`src/rtl/digit_entry_sequencer.sv`:
```
// Control FSM for the board digit-entry datapath: key edge detection, digit
// counter, clear/commit writes into an external 16x4 RAM, and scrolling playback.
module digit_entry_sequencer #(
  parameter int DEPTH        = 7,
  parameter int NUM_MAX      = 9,
  parameter int SCROLL_TICKS = 5_000_000
) (
  input  logic        CLOCK_50,
  input  logic        resetn,
  input  logic        key_inc_n,
  input  logic        key_next_n,
  input  logic        play,
  output logic        mem_we,
  output logic [3:0]  mem_addr,
  output logic [3:0]  mem_wdata,
  input  logic [3:0]  mem_rdata,
  output logic [3:0]  num,
  output logic [3:0]  addr,
  output logic [23:0] disp,
  output logic        busy
);

  typedef enum logic [1:0] {S_CLEAR, S_ENTRY, S_COMMIT, S_PLAY} state_e;

  localparam int              SW          = (SCROLL_TICKS > 1) ? $clog2(SCROLL_TICKS) : 1;
  localparam logic [3:0]      LAST_POS    = 4'(DEPTH - 1);
  localparam logic [3:0]      NUM_TOP     = 4'(NUM_MAX);
  localparam logic [SW-1:0]   SCROLL_LAST = SW'(SCROLL_TICKS - 1);

  state_e        state_q, state_d;
  logic [3:0]    addr_q, addr_d;
  logic [3:0]    num_q, num_d;
  logic [3:0]    clr_ptr_q, clr_ptr_d;
  logic [3:0]    rd_ptr_q, rd_ptr_d;
  logic [SW-1:0] scroll_q, scroll_d;
  logic [23:0]   disp_q, disp_d;
  // [0]=s1, [1]=s2, [2]=s3 history
  logic [2:0]    inc_sync_q, inc_sync_d;
  logic [2:0]    next_sync_q, next_sync_d;
  logic          inc_press, next_press;

  assign inc_press  = inc_sync_q[2]  & ~inc_sync_q[1];
  assign next_press = next_sync_q[2] & ~next_sync_q[1];

  always_comb begin
    state_d     = state_q;
    addr_d      = addr_q;
    num_d       = num_q;
    clr_ptr_d   = clr_ptr_q;
    rd_ptr_d    = rd_ptr_q;
    scroll_d    = scroll_q;
    disp_d      = disp_q;
    inc_sync_d  = {inc_sync_q[1:0], key_inc_n};
    next_sync_d = {next_sync_q[1:0], key_next_n};

    case (state_q)
      S_CLEAR: begin
        if (clr_ptr_q == LAST_POS) begin
          clr_ptr_d = 4'd0;
          state_d   = S_ENTRY;
        end else begin
          clr_ptr_d = clr_ptr_q + 4'd1;
        end
      end
      S_ENTRY: begin
        if (next_press) begin
          state_d = S_COMMIT;
        end else if (play) begin
          state_d  = S_PLAY;
          rd_ptr_d = 4'd0;
          scroll_d = '0;
        end else if (inc_press) begin
          num_d = (num_q == NUM_TOP) ? 4'd0 : num_q + 4'd1;
        end
      end
      S_COMMIT: begin
        addr_d  = (addr_q == LAST_POS) ? 4'd0 : addr_q + 4'd1;
        num_d   = 4'd0;
        state_d = S_ENTRY;
      end
      default: begin
        if (!play) begin
          state_d = S_ENTRY;
        end else if (scroll_q == SCROLL_LAST) begin
          scroll_d = '0;
          disp_d   = {disp_q[19:0], mem_rdata};
          rd_ptr_d = (rd_ptr_q == LAST_POS) ? 4'd0 : rd_ptr_q + 4'd1;
        end else begin
          scroll_d = scroll_q + SW'(1);
        end
      end
    endcase

    if (state_d == S_ENTRY)
      disp_d = {16'hFFFF, addr_d, num_d};
    else if (state_q == S_ENTRY && state_d == S_PLAY)
      disp_d = 24'hFFFFFF;
  end

  always_ff @(posedge CLOCK_50) begin
    if (!resetn) begin
      state_q     <= S_CLEAR;
      addr_q      <= 4'd0;
      num_q       <= 4'd0;
      clr_ptr_q   <= 4'd0;
      rd_ptr_q    <= 4'd0;
      scroll_q    <= '0;
      disp_q      <= 24'hFFFFFF;
      inc_sync_q  <= 3'b111;
      next_sync_q <= 3'b111;
    end else begin
      state_q     <= state_d;
      addr_q      <= addr_d;
      num_q       <= num_d;
      clr_ptr_q   <= clr_ptr_d;
      rd_ptr_q    <= rd_ptr_d;
      scroll_q    <= scroll_d;
      disp_q      <= disp_d;
      inc_sync_q  <= inc_sync_d;
      next_sync_q <= next_sync_d;
    end
  end

  // Gating with resetn keeps a reset landing mid-COMMIT from writing the RAM.
  always_comb begin
    mem_we    = resetn && (state_q == S_CLEAR || state_q == S_COMMIT);
    mem_wdata = (state_q == S_COMMIT) ? num_q : 4'd0;
    case (state_q)
      S_CLEAR: mem_addr = clr_ptr_q;
      S_PLAY:  mem_addr = rd_ptr_q;
      default: mem_addr = addr_q;
    endcase
  end

  assign busy = (state_q == S_CLEAR) || (state_q == S_COMMIT);
  assign num  = num_q;
  assign addr = addr_q;
  assign disp = disp_q;

endmodule

```
`config.mk`:
```
export PLATFORM = sky130hd
export DESIGN_NAME = digit_entry_sequencer
export DESIGN_NICKNAME = d
export VERILOG_FILES = /design/src/rtl/digit_entry_sequencer.sv
export SDC_FILE = /design/constraint.sdc
export NUM_CORES = 1
export LEC_CHECK = 0
export CORE_ASPECT_RATIO = 2
export CORE_UTILIZATION = 41
export CTS_CLUSTER_SIZE = 30
export DETAILED_ROUTE_END_ITERATION = 16
export SKIP_CTS_REPAIR_TIMING = 1
export SLEW_MARGIN = 10
export SYNTH_ARGS = -nofsm -noshare
export SYNTH_HDL_FRONTEND = slang
export SYNTH_SLANG_ARGS = --single-unit
```
`constraint.sdc`:
```
create_clock -name CLOCK_50 -period 3.3 [get_ports CLOCK_50]
set_input_delay 0.66 -clock CLOCK_50 [delete_from_list [all_inputs] [get_ports CLOCK_50]]
set_output_delay 0.66 -clock CLOCK_50 [all_outputs]
set_load 0.02 [all_outputs]
```
## Word-level counts from Yosys, hierarchy flattened

Index checks and enable logic that the tools add are counted.

| cells by class | value |
|---|---|
| bitwise gates (word level) | 7 |
| reduce and logical (&&, ||, !) cells | 14 |
| add/subtract/negate cells | 5 |
| eq/ne operators | 12 |
| muxes and demuxes | 31 |

Operators by type and width:

| cell | number |
|---|---|
| 23-bit two-way mux | 4 |
| 4-bit two-way mux | 13 |
| 23-bit one-hot mux with 2 select lines | 1 |
| 8-bit two-way mux | 5 |
| 4-bit one-hot mux with 2 select lines | 3 |
| 23-bit by 1-bit adder with 23-bit output, second input constant | 1 |
| 23-bit == test, second input constant | 1 |
| 4-bit by 1-bit adder with 4-bit output, second input constant | 4 |
| 4-bit by 3-bit == test with 1-bit output, second input constant | 3 |
| 3-bit AND reduction | 3 |
| 2-bit two-way mux | 4 |
| 2-bit == test, second input constant | 3 |
| 2-bit one-hot mux with 3 select lines | 1 |
| 3-bit nonzero test | 2 |
| 3-bit OR reduction | 2 |
| 1-bit inverter | 5 |
| 2-bit by 1-bit == test with 1-bit output, second input constant | 2 |
| 4-bit == test, second input constant | 1 |
| 4-bit AND reduction | 1 |
| 3-bit by 1-bit != test with 1-bit output, second input constant | 1 |
| 1-bit AND | 2 |
| 1-bit logical AND | 2 |
| 2-bit zero test | 1 |
| 2-bit != test, second input constant | 1 |
| other kinds (3) | 3 |

| storage, ports and cells | value |
|---|---|
| output and inout bits | 42 |
| bits of input ports | 9 |
| bits in registers | 71 |
| logic and storage cells | 79 |

## Logic depth before layout (Yosys ltp)

| depth | value |
|---|---|
| depth in word-level cells | 8 |
| depth in mapped cells | 11 |
| depth with buffers taken out | 8 |

## Worst setup path before layout

No wires, ideal clock.

| timing path | value |
|---|---|
| path type | register to register |
| start point | register state_q[0] |
| end point | register scroll_q[13] |
| setup slack | 1.057 ns |
| setup time | 0.119 ns |
| cell stages (with the launch flop) | 10 |
| required time | 3.181 ns |
| buffers on the path | 1 |
| arrival | 2.124 ns |
| cells stage by stage | dfxtp_1 inv_1 ha_1 or3b_1 buf_2 a2111oi_4 nand2_2 o21bai_1 a21oi_1 nor2_1 |

| on the way | value |
|---|---|
| word-level cells in the longest chain between the ends | 4 |
| elaborated cells on any way between the ends | 8 |
| those cells by class | eq/ne: 3; mux: 1; bitwise: 1; reduce/logical: 3 |

Ends and longest elaborated chain:

| element | RTL line | RTL |
|---|---|---|
| from (decl) | 30 | `state_e state_q, state_d;` |
| from (signal assigned) | 112 | `state_q <= state_d;` |
| 2-bit == test or 2-bit zero test (tied branches) | 56 | `case (state_q)` |
| 2-bit OR reduction (no line) | - |  |
| 1-bit inverter (no line) | - |  |
| 3-bit AND reduction (no line) | - |  |
| to (signal assigned) | 117 | `scroll_q <= scroll_d;` |
| to (decl) | 35 | `logic [SW-1:0] scroll_q, scroll_d;` |

Several ways; a longest one is shown, not always the timed one.
A chain may end at the register's enable or synchronous reset.

## Final worst setup path

| timing path | value |
|---|---|
| start point | register state_q[0] |
| end point | output port mem_we |

| on the way | value |
|---|---|
| word-level cells in the longest chain between the ends | 3 |
| elaborated cells on any way between the ends | 4 |
| those cells by class | eq/ne: 1; reduce/logical: 3 |

Ends and longest elaborated chain:

| element | RTL line | RTL |
|---|---|---|
| 2-bit == test or 2-bit zero test (tied branches) | 126 | `mem_we = resetn && (state_q == S_CLEAR \|\| state_q == S_COMMIT);` |
| 1-bit logical OR * | 126 |  |
| 1-bit logical AND * | 126 |  |
| to (decl) | 13 | `output logic mem_we,` |

Every way passes the cells marked *; elsewhere a longest branch is shown, timed or not.

==> reports/qor.log <==
qor: critical_path.worst_path_dominant_cell_family buffers and inverters
qor: routing.viasPerCell 5.406
qor: cells_and_area.multi_input_area 1888 µm²
qor: floorplan.fp.coreArea 8233 µm²
qor: floorplan.die_area 8881 µm²
qor: clock_network.cts_root_buf clkbuf_16
qor: yosys.synthFlopType dfxtp_1
qor: global_route.pin_count_of_the_biggest_net_entering_global_routing 40
qor: yosys.syn-mean-instance-area 8.743 µm²
qor: global_route.grt_usage 20.93%
qor: yosys.synthCells 398
qor: cells_and_area.fin_nets 463
qor: critical_path.worst_path_most_repeated_cell inv_1
qor: yosys.synth-seq-cells 71
qor: yosys.synth.yosys.seq_area_share 40.85%
qor: timing.finalSetupTns 0 ns
qor: timing.achievable-frequency 0.3371 GHz
qor: yosys.synth_compound_area_share 15.07%
qor: cells_and_area.num-fill-cells 800
qor: critical_path.reg2reg_depth 8
qor: timing.finalCritPeriodShare 89.91%
qor: yosys.synth_top_family_by_area simple AND/OR/NAND/NOR gates
qor: clock_network.clkLatencyLatePin 0.34 ns
qor: clock_network.clk_pin_slew_worst_paths 0.05 ns
qor: clock_network.cts_made_buffers 9
qor: critical_path.ff2ff_setup_slack 0.60 ns
qor: critical_path.worstSetupEndpointType output pin
qor: placement.place.detailed.hpwl 6326 µm
qor: critical_path.cp_arrival 2.31 ns
qor: yosys.number_of_flops_mapped_to_enable_cells_by_yosys 0
qor: timing.tightest_slew 0.6120 ns
qor: yosys.mappedNetlistNets 417
qor: global_route.top_usage_layer met2
qor: pwr.power.ir.vdd_worst 0.3643 mV
qor: yosys.synth.mux.area_fraction 5.502%
qor: timing.finClkSkew 0.006979 ns
qor: cells_and_area.layoutNonFillerInstCount 547
qor: floorplan.die_outline_height 132.3 µm
qor: routing.vias_after_detailed_routing 2957
qor: flow_run.cap_violations 0
qor: floorplan.initial_utilization 42.26%
qor: timing.slew_headroom 59.20%
qor: yosys.yosysTopAreaCellShare 40.85%
qor: timing.slew_violations 0
qor: yosys.yosys_warnings 0
qor: critical_path.maximum_fanout_along_the_worst_path 11
qor: pwr.total_leakage_power 1.704 nW
qor: routing.drtPass1Iterations 4
qor: floorplan.io-pin-count 51
qor: global_route.globalRoute.totalOverflow 0
qor: cells_and_area.register_area 1421 µm²
qor: routing.drt_iter0_drc 132
qor: placement.place_inst 531
qor: cells_and_area.synthToLayoutAreaGrowth 25.28%
qor: critical_path.timing.critical_path.slowest_cell_delay 0.59 ns
qor: routing.number_of_nets_with_antenna_violations_after_detailed_routing 0
qor: cells_and_area.highest_count_cells_in_the_layout_ignoring_fill_and_taps dfxtp_1 (71), clkdlybuf4s50_1 (50), nand2_1 (49)
qor: floorplan.chipWidth 67.14 µm
qor: cells_and_area.layout_commonest_cell dfxtp_1
qor: clock_network.cts_buffer_depth 2
qor: critical_path.crit_chain inv_1 > ha_1 > inv_1 > nand2_1 > and2_1 > clkdlybuf4s50_1
qor: timing.finalCriticalPeriod 2.967 ns
qor: clock_network.number_of_h_tree_levels 3
qor: placement.routabilityCongestion 0.7900
qor: yosys.yosysUniqueCellTypes 59
qor: worst_hold_path.hold_class reg2reg
qor: global_route.grtUsageMet1 19.60%
qor: critical_path.criticalPathCategory reg2out
qor: routing.wire_per_inst 15.33 µm
qor: critical_path.crit-reg2reg-capture scroll_q[13]
qor: global_route.via_count_of_the_first_global_routing_pass 2913
qor: critical_path.rr_startpoint state_q[0]
qor: yosys.netlist_top_cells_area dfxtp_1 (41%), nand2_1 (5.3%), mux2i_1 (5.2%)
qor: yosys.netlist.top_cell.by_area dfxtp_1
qor: worst_hold_path.worst_hold_path.endpoint inc_sync_q[1]
qor: timing.setup_violations 0
qor: clock_network.tritoncts built
qor: routing.post-route-drc-count 0
qor: worst_hold_path.hold_depth 1
qor: pwr.power.density_cell_area 527.6 nW/µm²
qor: critical_path.buffers_and_inverters_on_the_worst_path 3
qor: outcome.outcome finished, final reports clean
qor: cells_and_area.antenna_cells 0
qor: floorplan.rows 47
qor: critical_path.critical-path-slowest-cell clkdlybuf4s50_1
qor: cells_and_area.final_layout_size_suffix_gt1_share 7.572%
qor: timing.grt_setup_unrepaired no
qor: clock_network.numClockSinks 71
qor: yosys.async_reset_ff_share 0%
qor: global_route.grt.met2_usage 40.17%
qor: critical_path.crit_cells 6
qor: global_route.grt_antenna_before_repair 0
qor: placement.port-buffer-count 50
qor: worst_hold_path.worst_hold_startpoint inc_sync_q[0]
qor: global_route.wire_length_of_the_first_global_routing_pass 13960 µm
qor: yosys.synth-simple-area-share 24.88%
qor: timing.report.final.hold_viol_count 0
qor: critical_path.timing.critical_path.from_type register
qor: yosys.combined_area_of_all_synthesized_cells 3480 µm²
qor: critical_path.timing.critical_path.required 2.64 ns
qor: yosys.synthesized_area_fraction_occupied_by_xor_and_xnor_cells 5.034%
qor: routing.route.final.wire_length 8385 µm
qor: yosys.synthAdderAreaFrac 3.596%
qor: global_route.grtUsageMet3 3.720%
how the worst max path moves through the flow:
stage               startpoint           end  slack (ns)
floorplan           state_q[0]  scroll_q[13]        1.06
global placement          play  scroll_q[11]        0.40
detailed placement        play  scroll_q[13]        0.37
CTS                 state_q[0]        mem_we        0.32
global route        state_q[1]   mem_addr[1]        0.14
finish              state_q[0]        mem_we        0.33
cell usage after synthesis (2+ instances only):
library cell	number
a211oi_1	2
a21o_1	2
a21oi_1	8
a22o_1	5
a22oi_1	5
a311oi_1	2
a31oi_1	6
and2_1	13
and3_1	4
buf_2	9
buf_4	2
clkbuf_1	8
dfxtp_1	71
ha_1	10
inv_1	19
mux2i_1	18
nand2_1	49
nand2b_1	8
nand3_1	18
nand4_1	7
nor2_1	31
nor2_2	3
nor2b_1	10
nor3_1	4
nor3b_1	3
nor4_1	4
o211ai_1	10
o21ai_0	12
o21bai_1	2
o22ai_1	2
o2bb2ai_1	3
o41ai_1	2
or4_1	2
xnor2_1	9
xor2_1	11
layer usage:
metal / up-vias / routed length (µm)
met2: 57 / 4934
li1: 1475 / -
met4: 0 / 204
met1: 1410 / 3013
met3: 15 / 233
met5: - / 0
power breakdown:
group          internal [mW]  switching [mW]
sequential             0.898          0.0406
combinational          0.166           0.211
clock                  0.644           0.340
total                   1.71           0.592
worst reg2reg max path, cell delays in order, from the launching register on:
cell       delay, ns
dfxtp_1         0.43
inv_1           0.11
ha_1            0.38
or3b_1          0.55
a2111oi_4       0.56
nand2_2         0.16
o21bai_1        0.18
a21oi_1         0.16
nor2_1          0.05
cell families after synthesis:
kind of cell | after synthesis
buffers and inverters | 40
AOI/OAI and AO/OA | 70
muxes | 19
DFF | 71
adders and majority gates | 10
xor gates and xnor gates | 20
and+or+nand+nor | 168
flip-flops by register name (all words and copies together), names as in the netlist:
signal	count
addr	4
clr_ptr_q	4
disp	24
inc_sync_q	3
next_sync_q	3
num	4
rd_ptr_q	4
scroll_q	23
state_q	2
cell type report:
type	count	share of cell area, %
multi-input combinational	287	43.31
sequential	71	32.61
timing repair buffer	56	12.51
clock buffer	13	6.200
tap	98	2.813
inverter	19	1.636
clock inverter	3	0.9185
through the flow:
step | instance area [µm²] | hold WS [ns] | power [mW] | worst slack, ns | utilization (%)
after floorplan | 3480 | 0.3863 | 1.199 | 1.057 | -
after detailed placement | 4049 | 0.3967 | 1.335 | 0.3679 | 49.18
after global routing | 4359 | 0.4225 | 2.413 | 0.1444 | 52.95
after global placement | 4049 | 0.3882 | 1.330 | 0.3981 | 49.18
final | 4359 | 0.4057 | 2.300 | 0.3331 | 52.95
after CTS | 4359 | 0.4088 | 2.324 | 0.3182 | 52.95
(Power assumes the default switching activity.)
